`src/rtl/tx_sched_pkg.sv`:
```
// tx_sched_pkg: scheduler state encodings and timer sizing shared by the TX scheduler files
package tx_sched_pkg;
  localparam logic [2:0] ST_IDLE      = 3'd0;
  localparam logic [2:0] ST_ISSUE     = 3'd1;
  localparam logic [2:0] ST_WAIT_BUSY = 3'd2;
  localparam logic [2:0] ST_WAIT_DONE = 3'd3;
  localparam logic [2:0] ST_GAP       = 3'd4;
  typedef enum logic [2:0] {
    IDLE      = ST_IDLE,
    ISSUE     = ST_ISSUE,
    WAIT_BUSY = ST_WAIT_BUSY,
    WAIT_DONE = ST_WAIT_DONE,
    GAP       = ST_GAP
  } state_e;
  function automatic int timer_width(input int busy_to, input int gap);
    return $clog2((busy_to > gap ? busy_to : gap) + 1);
  endfunction
endpackage

```
`src/rtl/tx_sched_timer.sv`:
```
// tx_sched_timer: clear/increment counter with a terminal-count compare
module tx_sched_timer #(
  parameter int W = 4
) (
  input  logic         CLK,
  input  logic         RST,
  input  logic         clr_i,
  input  logic         inc_i,
  input  logic [W-1:0] term_i,
  output logic         hit_o
);
  logic [W-1:0] cnt_q;
  always_ff @(posedge CLK or negedge RST)
    if (!RST) cnt_q <= '0;
    else if (clr_i) cnt_q <= '0;
    else if (inc_i) cnt_q <= cnt_q + 1'b1;
  assign hit_o = cnt_q == term_i;
endmodule

```
`src/rtl/tx_frame_scheduler.sv`:
```
// tx_frame_scheduler: drains FIFO words into UART_TX one frame at a time with busy watchdog and gap
module tx_frame_scheduler
  import tx_sched_pkg::*;
#(
  parameter int FRAME_WIDTH  = 8,
  parameter int BUSY_TIMEOUT = 16,
  parameter int GAP_CYCLES   = 0,
  parameter int CNT_WIDTH    = 16
) (
  input  logic                   CLK,
  input  logic                   RST,
  input  logic                   EN,
  input  logic                   ERR_CLR,
  input  logic                   FIFO_EMPTY,
  input  logic [FRAME_WIDTH-1:0] FIFO_RD_DATA,
  output logic                   FIFO_RD_INC,
  input  logic                   TX_BUSY,
  output logic [FRAME_WIDTH-1:0] TX_P_DATA,
  output logic                   TX_DATA_VALID,
  output logic                   SCHED_BUSY,
  output logic                   TIMEOUT_ERR,
  output logic [CNT_WIDTH-1:0]   FRAMES_SENT
);
  localparam int TW = timer_width(BUSY_TIMEOUT, GAP_CYCLES);
  localparam logic [TW-1:0] BUSY_T = TW'(BUSY_TIMEOUT - 1);
  localparam logic [TW-1:0] GAP_T  = TW'(GAP_CYCLES > 0 ? GAP_CYCLES - 1 : 0);
  state_e state_q, state_d;
  logic [FRAME_WIDTH-1:0] data_q;
  logic [CNT_WIDTH-1:0] cnt_q;
  logic err_q, err_d;
  logic cap, cnt_inc, tmr_clr, tmr_inc, tmr_hit;
  // one timer serves both the busy watchdog and the inter-frame gap
  tx_sched_timer #(.W(TW)) u_timer (
    .CLK   (CLK),
    .RST   (RST),
    .clr_i (tmr_clr),
    .inc_i (tmr_inc),
    .term_i(state_q == GAP ? GAP_T : BUSY_T),
    .hit_o (tmr_hit)
  );
  always_comb begin
    state_d = state_q;
    cap     = 1'b0;
    cnt_inc = 1'b0;
    tmr_clr = 1'b0;
    tmr_inc = 1'b0;
    err_d   = err_q & ~ERR_CLR;
    case (state_q)
      IDLE: if (EN && !FIFO_EMPTY) begin
        cap     = 1'b1;
        state_d = ISSUE;
      end
      ISSUE: begin
        tmr_clr = 1'b1;
        state_d = WAIT_BUSY;
      end
      WAIT_BUSY: if (TX_BUSY) state_d = WAIT_DONE;
      else if (tmr_hit) begin
        err_d   = 1'b1;
        state_d = IDLE;
      end else tmr_inc = 1'b1;
      WAIT_DONE: if (!TX_BUSY) begin
        cnt_inc = 1'b1;
        tmr_clr = 1'b1;
        state_d = GAP_CYCLES > 0 ? GAP : IDLE;
      end
      GAP: begin
        tmr_inc = 1'b1;
        state_d = tmr_hit ? IDLE : GAP;
      end
      default: state_d = IDLE;
    endcase
  end
  always_ff @(posedge CLK or negedge RST)
    if (!RST) begin
      state_q <= IDLE;
      data_q  <= '0;
      cnt_q   <= '0;
      err_q   <= 1'b0;
    end else begin
      state_q <= state_d;
      err_q   <= err_d;
      if (cap) data_q <= FIFO_RD_DATA;
      if (cnt_inc) cnt_q <= cnt_q + 1'b1;
    end
  assign TX_DATA_VALID = state_q == ISSUE;
  assign FIFO_RD_INC   = state_q == ISSUE;
  assign SCHED_BUSY    = state_q != IDLE;
  assign TX_P_DATA     = data_q;
  assign TIMEOUT_ERR   = err_q;
  assign FRAMES_SENT   = cnt_q;
endmodule
```
`config.mk`:
```
export PLATFORM = sky130hd
export DESIGN_NAME = tx_frame_scheduler
export DESIGN_NICKNAME = d
export VERILOG_FILES = /design/src/rtl/tx_sched_pkg.sv /design/src/rtl/tx_sched_timer.sv /design/src/rtl/tx_frame_scheduler.sv
export SDC_FILE = /design/constraint.sdc
export NUM_CORES = 1
export LEC_CHECK = 0
export BUFFER_PORTS_ARGS = -buffer_cell sky130_fd_sc_hd__buf_4
export CORE_MARGIN = 2
export CORE_UTILIZATION = 54
export CTS_BUF_LIST = sky130_fd_sc_hd__clkbuf_8
export CTS_CLUSTER_DIAMETER = 200
export DETAILED_ROUTE_END_ITERATION = 8
export GPL_ROUTABILITY_DRIVEN = 1
export PLACE_DENSITY = 0.82
export SETUP_SLACK_MARGIN = 0.4
export SYNTH_ARGS = -nofsm -noshare
export SYNTH_HDL_FRONTEND = slang
export SYNTH_HIERARCHICAL = 1
export SYNTH_SLANG_ARGS = --single-unit
```
`constraint.sdc`:
```
create_clock -name CLK -period 2.4 [get_ports CLK]
set_clock_uncertainty 0.05 [all_clocks]
set_input_delay 0.48 -clock CLK [delete_from_list [all_inputs] [get_ports CLK]]
set_output_delay 0.48 -clock CLK [all_outputs]
set_load 0.005 [all_outputs]
```
# Word level (Yosys, flattened, before mapping)
# Index checks and enable logic that the tools add are counted.
# W data, S select, Z words.
[classes] add_sub_neg=2 n_mul=0 div_mod_pow=0 n_lt_le_gt_ge=0 n_eq_ne=8 shifts=0 n_mux=20 n_bitwise=2 n_reduce_logical=6
[op_table] operator="$add A16 B1 Y16 const B" n=1
[op_table] operator="$mux W3" n=5
[op_table] operator="$pmux W3 S5" n=1
[op_table] operator="$mux W5" n=2
[op_table] operator="$mux W1" n=9
[op_table] operator="$eq A3 B2 Y1 const B" n=2
[op_table] operator="$add A5 B1 Y5 const B" n=1
[op_table] operator="$eq A5 B4 Y1" n=1
[op_table] operator="$mux W4" n=1
[op_table] operator="$ne A2 B2 Y1 const B" n=2
[op_table] operator="$pmux W1 S2" n=2
[op_table] operator="$eq A3 B1 Y1 const B" n=1
[op_table] operator="$eq A3 B3 Y1 const B" n=1
[op_table] operator="$logic_not A3 Y1" n=1
[op_table] operator="$ne A3 B3 Y1 const B" n=1
[op_table] operator="$reduce_and A3 Y1" n=1
[op_table] operator="$reduce_bool A3 Y1" n=1
[op_table] operator="$reduce_bool A2 Y1" n=1
[op_table] operator="$and A1 B1 Y1" n=1
[op_table] operator="$logic_and A1 B1 Y1" n=1
[op_table] operator="$logic_not A1 Y1" n=1
[op_table] operator="$not A1 Y1" n=1
[totals] regBits=33 latchBits=0 ram_bits=0 romBits=0 output_inout_bits=28 elab_cells=43 mem_count=0

# Depth between registers and ports, before layout
# Gate-level depths: netlist of the first run.
[logic_depth] depth_word=8 ltp_mapped=12 ltp_nobuf=11

# Hierarchy
# The synthesis of the first run kept the hierarchy.
[by_module_without_submodules] mod="tx_frame_scheduler" n_inst=1 cells_per_inst=108 area_per_inst_um2=1308.8
[by_module_without_submodules] mod="tx_sched_timer" n_inst=1 cells_per_inst=26 area_per_inst_um2=271.5

# Worst setup path before layout of the first run
# OpenSTA, ideal clock, no wires.
[synth_timing] kind="register to register" from="reg state_q[1]" to="reg u_timer.cnt_q[3]" arrival_time_ns=1.973 required_time_ns=2.218 path_slack_ns=0.245 path_stages_with_launch=13 n_path_buf=1 synth_period_minus_slack_ns=2.155 cell_sequence="dfrtp_1 buf_6 nor2_1 nand2_1 xnor2_1 nand3_1 nor3_1 nor3_1 mux2i_1 nor2_1 nand4_1 xor2_1 nor2_1"
[synth_via] elab_chain_cells=7 elab_cells_between_ends=12
[synth_lines] item="start: declaration" line="tx_frame_scheduler.sv:27" source="state_e state_q, state_d;"
[synth_lines] item="start signal: assignment" line="tx_frame_scheduler.sv:81" source="state_q <= state_d;"
[synth_lines] item="$eq A3 B3 Y1" line="tx_frame_scheduler.sv:38" source=".term_i(state_q == GAP ? GAP_T : BUSY_T),"
[synth_lines] item="$mux W4" line="tx_frame_scheduler.sv:38"
[synth_lines] item="$eq A5 B4 Y1" line="tx_sched_timer.sv:17" source="assign hit_o = cnt_q == term_i;"
[synth_lines] item="net tmr_hit" line="tx_frame_scheduler.sv:31" source="logic cap, cnt_inc, tmr_clr, tmr_inc, tmr_hit;"
[synth_lines] item="$mux W1" line="tx_frame_scheduler.sv:58" source="else if (tmr_hit) begin"
[synth_lines] item="$mux W1" line="tx_frame_scheduler.sv:57" source="WAIT_BUSY: if (TX_BUSY) state_d = WAIT_DONE;"
[synth_lines] item="$pmux W1 S2" line="tx_frame_scheduler.sv:48" source="case (state_q)"
[synth_lines] item="net tmr_inc" line="tx_frame_scheduler.sv:31"
[synth_lines] item="$reduce_bool A2 Y1 (no source line)"
[synth_lines] item="end signal: assignment" line="tx_sched_timer.sv:16" source="else if (inc_i) cnt_q <= cnt_q + 1'b1;"
[synth_lines] item="end: declaration" line="tx_sched_timer.sv:12" source="logic [W-1:0] cnt_q;"
# The timed path passes the listed nets, and every way through them passes these cells.
# A chain may end at the register's enable or synchronous reset.

# Worst setup path after layout of the first run
# Same ends and word-level chain as after synthesis.

==> flow_summary_export.csv, run 1 <==
group,metric,value,unit
clocking,clock_sinks,33,
worst_setup_path,crit_required,2.50,ns
floorplanning,start_util,0.573,
floorplanning,rows,19,
min_path,hp-class,"in2async",
worst_setup_path,crit_family,"simple AND/OR/NAND/NOR gates",
logic_synthesis,ys_types,31,
worst_setup_path,r2r-start,"state_q[1]$_DFFE_PN0P_",
worst_setup_path,critPathLaunch,"state_q[1]$_DFFE_PN0P_",
clocking,max-clock-path-buffers,2,
timing,fin_tns_setup,0,ns
global_route,first_global_vias,1157,
logic_synthesis,synth.most_common_cell,"dfrtp_1",
worst_setup_path,critPathSlowestCell,"dfrtp_2",
pwr,ir_drop,0.000706,V
routing,wl,3.30,mm
final_layout,drive_gt1_frac,0.446,
routing,routedWlPerCell,15.3,um
place,place_inst,200,
timing,slew_viol_final,0,
global_route,grt_pass1_wl,5.49,mm
final_layout,nets,199,
global_route,grt_start_max_net_pins,34,
logic_synthesis,synth-seq-area-share,0.523,
clocking,htreeDepth,2,
logic_synthesis,syn_area,0.00158,mm^2
logic_synthesis,synth-edff-count,0,
logic_synthesis,synth_flop_cell,"dfrtp_1",
floorplanning,coreArea,0.00276,mm^2
floorplanning,ioPinCount,42,
final_layout,final_util,0.759,
global_route,track_usage,0.222,
clocking,root_buffer,"clkbuf_8",
pwr,p_leak,1.07,nW
final_layout,diodes,0,
clocking,cts_tree,"yes",
worst_setup_path,cp-end-kind,"flop",
routing,vias_per_cell,5.33,
routing,drt_pass1_iterations,5,
floorplanning,fp.dieW,58.1,um
final_layout,postLayoutCellArea,0.00209,mm^2
place,placed_cell_area,0.00189,mm^2
logic_synthesis,ys_top_cells_by_count,"33 x dfrtp_1, 15 x xnor2_1, 14 x nor2_1",
clocking,holdBufCountCts,0,
routing,drt_iter0_markers,30,
clocking,clock_latency,0.28,ns
timing,hold_viol,0,
logic_synthesis,synth_top_cell_by_area,"dfrtp_1",
logic_synthesis,syn_area_per_cell,11.8,um^2
logic_synthesis,ys_top_cells_by_area,"dfrtp_1 52%, xnor2_1 8.3%, mux2_4 7.6%",
global_route,gr-total-overflow,0,
worst_setup_path,path_cells,"nor2_4 > nand2_4 > xor2_2 > nor3_4 > nor3_2 > mux2i_1 > nor2_2 > nand4_1 > xor2_1 > nor2_1",
worst_setup_path,path_class,"reg2reg",
routing,drc_errors,0,
logic_synthesis,synth_async_sr_flop_share,1.00,
job,drv_cap,0,
global_route,antenna_found_initial,0,
worst_setup_path,cp-start-kind,"flop",
logic_synthesis,yosysWarnings,6,
floorplanning,die_area,0.00338,mm^2
clocking,cts_made_buffers,5,
logic_synthesis,synth_nets,150,
timing,fmax,0.498,GHz
outcome,outcome,"finished clean",
logic_synthesis,syn_inst,134,
clocking,clkTransAtPathRegs,0.06,ns
routing,via_count,1147,
final_layout,instances_no_fill,215,
logic_synthesis,ys_ff_latch,33,
place,gp_congestion,0.836,
timing,period_needed,2.01,ns
timing,grt_setup_unrepaired,"true",
worst_setup_path,max_stage_delay,0.42,ns
timing,finalCritPeriodShare,0.837,
final_layout,syn_to_final_growth,32.4,%
floorplanning,fp.dieH,58.1,um
place,port_buffers,41,
pwr,cellPowerDensity,917,mW/mm^2
worst_setup_path,crit_fanout,5,
routing,ant_nets,0,
worst_setup_path,path_buf_inv,0,
timing,setup_violations,0,
worst_setup_path,cp.arrival,2.11,ns
place,hpwl,2.13,mm
logic_synthesis,synth_top_area_share,0.523,
-- sequential cells by signal (all words and copies together) (netlist names) --
| register | flops |
|---|---|
| TIMEOUT_ERR | 1 |
| state_q | 3 |
| FRAMES_SENT | 16 |
| u_timer/cnt_q | 5 |
| TX_P_DATA | 8 |
-- layout by cell type (no fill, tap or decap), types with 3 or more instances in the layout --
cell type,netlist,routed
dfrtp_2,0,3
nand4_1,6,6
buf_4,1,48
nor2_1,14,12
xor2_1,9,7
and3_1,5,5
clkbuf_8,0,5
xnor2_2,0,3
nand2_1,12,11
xnor2_1,15,12
mux2_4,8,8
dfrtp_1,33,30
-- what timing repair did --
action                                 4_1_cts  5_1_grt
setup buffers                                5        2
setup endpoints to repair                    5        6
pin swaps                                    7        9
resized for setup                           12        2
endpoints found under the hold margin        0        0
-- cell families after synthesis --
group                      after synthesis  synth area share
adders and majority gates                2            0.0158
other                                    1           0.00237
and+or+nand+nor                         53             0.185
AOI/OAI and AO/OA                        3            0.0111
DFF                                     33             0.523
muxes                                   11            0.0958
buffers and inverters                    7            0.0340
xor gates and xnor gates                24             0.133
-- stage by stage --
step / setup WS [ns] / total power [mW] / hold slack [ns]
2_1_floorplan: 0.412 / 1.19 / 0.134
3_3_place_gp: 0.337 / 1.41 / 0.386
3_5_place_dp: 0.204 / 1.43 / 0.396
4_1_cts: 0.395 / 1.91 / 0.0861
5_1_grt: 0.264 / 2.03 / 0.109
6_report: 0.391 / 1.92 / 0.0800
-- path summary, 6_finish.rpt --
path                                                 to  slack [ns]  cells after the start
max                        u_timer/cnt_q[3]$_DFFE_PN0P_        0.39                     10
min                            TX_P_DATA[3]$_DFFE_PN0P_        0.08                      1
min in group CLK                  TIMEOUT_ERR$_DFF_PN0_        0.32                      2
max in group asynchronous        state_q[1]$_DFFE_PN0P_        1.89                      1
max reg2reg                u_timer/cnt_q[3]$_DFFE_PN0P_        0.39                     10
min reg2reg                 FRAMES_SENT[15]$_DFFE_PN0P_        0.42                      1
-- routing by layer --
metal | wire length, um | global-route usage | vias to the layer above | part of all wire
li1 | - | - | 547 | -
met1 | 1390 | 0.289 | 550 | 0.42
met2 | 1620 | 0.347 | 42 | 0.49
met3 | 228 | 0.0558 | 8 | 0.069
met4 | 61 | 0.113 | 0 | 0.018
met5 | 0 | 0 | - | 0
-- area by class of cell --
type	count	area (um^2)
Tap cell	31	38.8
Clock inverter	3	13.8
Sequential cell	33	830
Inverter	1	3.75
Fill cell	184	666
Clock buffer	5	68.8
Timing Repair Buffer	48	360
Multi-Input combinational cell	94	777
-- report_power, final --
part | switching, mW | total [mW] | leakage (nW) | internal (mW)
sequential | 0.142 | 0.840 | 0.428 | 0.698
combinational | 0.264 | 0.689 | 0.598 | 0.425
clock | 0.194 | 0.390 | 0.0491 | 0.196
(Power assumes the default switching activity.)
==> inputs of run 2 (changes only) <==
ABC_AREA = 1   (was default)
CORE_UTILIZATION = 55   (was 54)
PLACE_DENSITY = 0.81   (was 0.82)
clock period = 2.07 ns   (was 2.4 ns; I/O delays follow)
==> run 2 against run 1 <==
Final area is 16% higher. Area after synthesis is 12% higher. Fmax is 9.5% higher. Global-route usage is 1.2 points higher. Flip-flop and latch count stayed put. Hold slack worse by 0.080 ns. Combinational power is 49% higher. First-iteration DRC count grew to 2.5 times the previous value. Total power is 25% higher. Die area is 9.7% higher.
==> flow_summary_export.csv, run 2 <==
group,metric,value,unit
outcome,outcome,"finished clean",
pwr,cellPowerDensity,989,mW/mm^2
logic_synthesis,synth_top_cell_by_area,"dfrtp_1",
clocking,cts_tree,"yes",
place,pre_cts_ws,0.137,ns
final_layout,largest_reg_flops,16,
worst_setup_path,path_buf_inv,2,
place,placed_cell_area,0.00216,mm^2
timing,finalWorstSetupSlack,0.235,ns
place,hpwl,2.59,mm
global_route,grt_pass1_wl,6.29,mm
final_layout,postLayoutCellArea,0.00243,mm^2
min_path,hp-class,"in2async",
clocking,htreeDepth,2,
clocking,clkTransAtPathRegs,0.06,ns
clocking,cts_made_buffers,5,
logic_synthesis,synth_async_sr_flop_share,1.00,
routing,ant_nets,0,
timing,finalCritPeriodShare,0.887,
timing,grt_setup_unrepaired,"true",
routing,wl,4.07,mm
floorplanning,coreArea,0.00305,mm^2
timing,period_needed,1.84,ns
global_route,gr-total-overflow,0,
floorplanning,rows,20,
worst_setup_path,crit_required,2.20,ns
worst_setup_path,cp.depth,12,
logic_synthesis,synth-seq-area-share,0.465,
clocking,max-clock-path-buffers,2,
logic_synthesis,syn_inst,219,
final_layout,layout_common_cells,"63 x nand2_1, 54 x buf_4, 33 x dfrtp_1",
job,drv_cap,0,
place,gp_congestion,0.802,
worst_setup_path,crit_fanout,6,
clocking,holdBufCountCts,0,
global_route,antenna_found_initial,0,
timing,hold_viol,0,
timing,fin_tns_setup,0,ns
final_layout,diodes,0,
logic_synthesis,ys_types,28,
timing,slew_viol_final,0,
final_layout,nets,295,
floorplanning,fp.dieH,60.8,um
logic_synthesis,synth_flop_cell,"dfrtp_1",
worst_setup_path,r2r-start,"state_q[0]$_DFFE_PN0P_",
clocking,root_buffer,"clkbuf_8",
timing,setup_violations,0,
logic_synthesis,ys_top_cells_by_area,"dfrtp_1 46%, nand2_1 14%, nand3_1 6.5%",
final_layout,fillers,213,
pwr,p_leak,1.32,nW
place,port_buffers,41,
worst_setup_path,r2r_cells,12,
global_route,track_usage,0.234,
logic_synthesis,syn_area_per_cell,8.11,um^2
floorplanning,ioPinCount,42,
pwr,ir_drop,0.000627,V
routing,via_count,1605,
worst_setup_path,max_stage_delay,0.39,ns
logic_synthesis,ys_top_cells_by_count,"66 x nand2_1, 33 x dfrtp_1, 29 x inv_1",
worst_setup_path,path_class,"reg2reg",
logic_synthesis,synth.most_common_cell,"nand2_1",
logic_synthesis,yosysWarnings,6,
final_layout,syn_to_final_growth,36.6,%
global_route,first_global_vias,1456,
final_layout,final_common_cell,"nand2_1",
logic_synthesis,syn_area,0.00178,mm^2
final_layout,drive_gt1_frac,0.346,
routing,drc_errors,0,
floorplanning,start_util,0.582,
worst_setup_path,critPathSlowestCell,"dfrtp_1",
logic_synthesis,synth_nets,235,
routing,routedWlPerCell,12.5,um
worst_setup_path,path_cells,"inv_2 > nand3_4 > xnor2_2 > nand3_1 > nor2_2 > inv_2 > nand3_4 > nand2_4 > nor2_4 > nor2_4 > a21oi_2 > nor2_2",
worst_setup_path,r2r_setup_slack,0.23,ns
worst_setup_path,cp-end-kind,"flop",
worst_setup_path,cp-start-kind,"flop",
floorplanning,die_area,0.00370,mm^2
worst_setup_path,rr_endpoint,"u_timer/cnt_q[4]$_DFFE_PN0P_",
routing,drt_pass1_iterations,4,
logic_synthesis,ys_ff_latch,33,
clocking,clock_sinks,33,
floorplanning,fp.dieW,60.8,um
routing,vias_per_cell,4.95,
timing,fmax,0.545,GHz
logic_synthesis,synth_top_area_share,0.465,
logic_synthesis,synth-edff-count,0,
worst_setup_path,cp.arrival,1.97,ns
worst_setup_path,crit_family,"simple AND/OR/NAND/NOR gates",
global_route,grt_start_max_net_pins,34,
routing,drt_iter0_markers,76,
clocking,clock_latency,0.29,ns
## run 2: what timing repair did
| action | in CTS | in global routing |
|---|---|---|
| endpoints found under the setup margin | 8 | 13 |
| cloned | 0 | 0 |
| buffers inserted | 9 | 4 |
| gates resized for setup | 8 | 15 |
| pin swaps | 9 | 13 |
## run 2: power breakdown
part / internal, mW / leakage [nW] / switching (mW) / total (mW)
sequential: 0.792 / 0.434 / 0.129 / 0.921
clock: 0.223 / 0.0519 / 0.224 / 0.448
combinational: 0.485 / 0.832 / 0.547 / 1.03
## run 2: metrics by stage
| stage | instances | power (mW) | util | hold WS [ns] |
|---|---|---|---|---|
| 6_report | 324 | 2.40 | 0.795 | 0.000326 |
| 3_5_place_dp | 303 | 1.73 | 0.707 | 0.327 |
| 3_3_place_gp | 303 | 1.72 | 0.707 | 0.329 |
| 2_1_floorplan | 219 | 1.41 | - | 0.0684 |
| 5_1_grt | 324 | 2.55 | 0.795 | 0.0363 |
| 4_1_cts | 320 | 2.28 | 0.766 | 0.0174 |
## run 2: cell families (layout without fill, tap and decap cells)
group                    after synthesis  after routing  share of synthesized area
flip-flops                            33             33                      0.465
adder cells (fa/ha/maj)                2              2                     0.0141
AO/OA/AOI/OAI                          9              9                     0.0296
buffers and inverters                 33             94                     0.0739
XOR/XNOR                              14             14                     0.0690
other                                  1              1                    0.00211
AND/OR/NAND/NOR                      127            127                      0.346
## run 2: how the worst max path moves through the flow
stage                                   end  slack (ns)                   start
3_5_place_dp   u_timer/cnt_q[4]$_DFFE_PN0P_        0.14  state_q[1]$_DFFE_PN0P_
2_1_floorplan  u_timer/cnt_q[3]$_DFFE_PN0P_        0.34  state_q[1]$_DFFE_PN0P_
3_3_place_gp   u_timer/cnt_q[4]$_DFFE_PN0P_        0.25  state_q[1]$_DFFE_PN0P_
6_report       u_timer/cnt_q[4]$_DFFE_PN0P_        0.23  state_q[0]$_DFFE_PN0P_
4_1_cts                          SCHED_BUSY        0.34  state_q[2]$_DFFE_PN0P_
5_1_grt        u_timer/cnt_q[4]$_DFFE_PN0P_        0.15  state_q[0]$_DFFE_PN0P_
## run 2: per-layer routing
layer | share of wire | vias up | wire length [um] | track usage
met5 | 0 | - | 0 | 0
met4 | 0.019 | 0 | 79 | 0.0932
met3 | 0.065 | 8 | 266 | 0.0640
met2 | 0.48 | 46 | 1950 | 0.372
met1 | 0.44 | 750 | 1770 | 0.305
li1 | - | 801 | - | -
## run 2: layout make-up
| cell class | count | area, um^2 | share of cell area |
|---|---|---|---|
| Inverter | 31 | 116 | 0.0479 |
| Timing Repair Buffer | 55 | 417 | 0.172 |
| Clock inverter | 3 | 11.3 | 0.00464 |
| Clock buffer | 5 | 68.8 | 0.0284 |
| Sequential cell | 33 | 826 | 0.340 |
| Tap cell | 44 | 55.1 | 0.0227 |
| Multi-Input combinational cell | 153 | 933 | 0.385 |
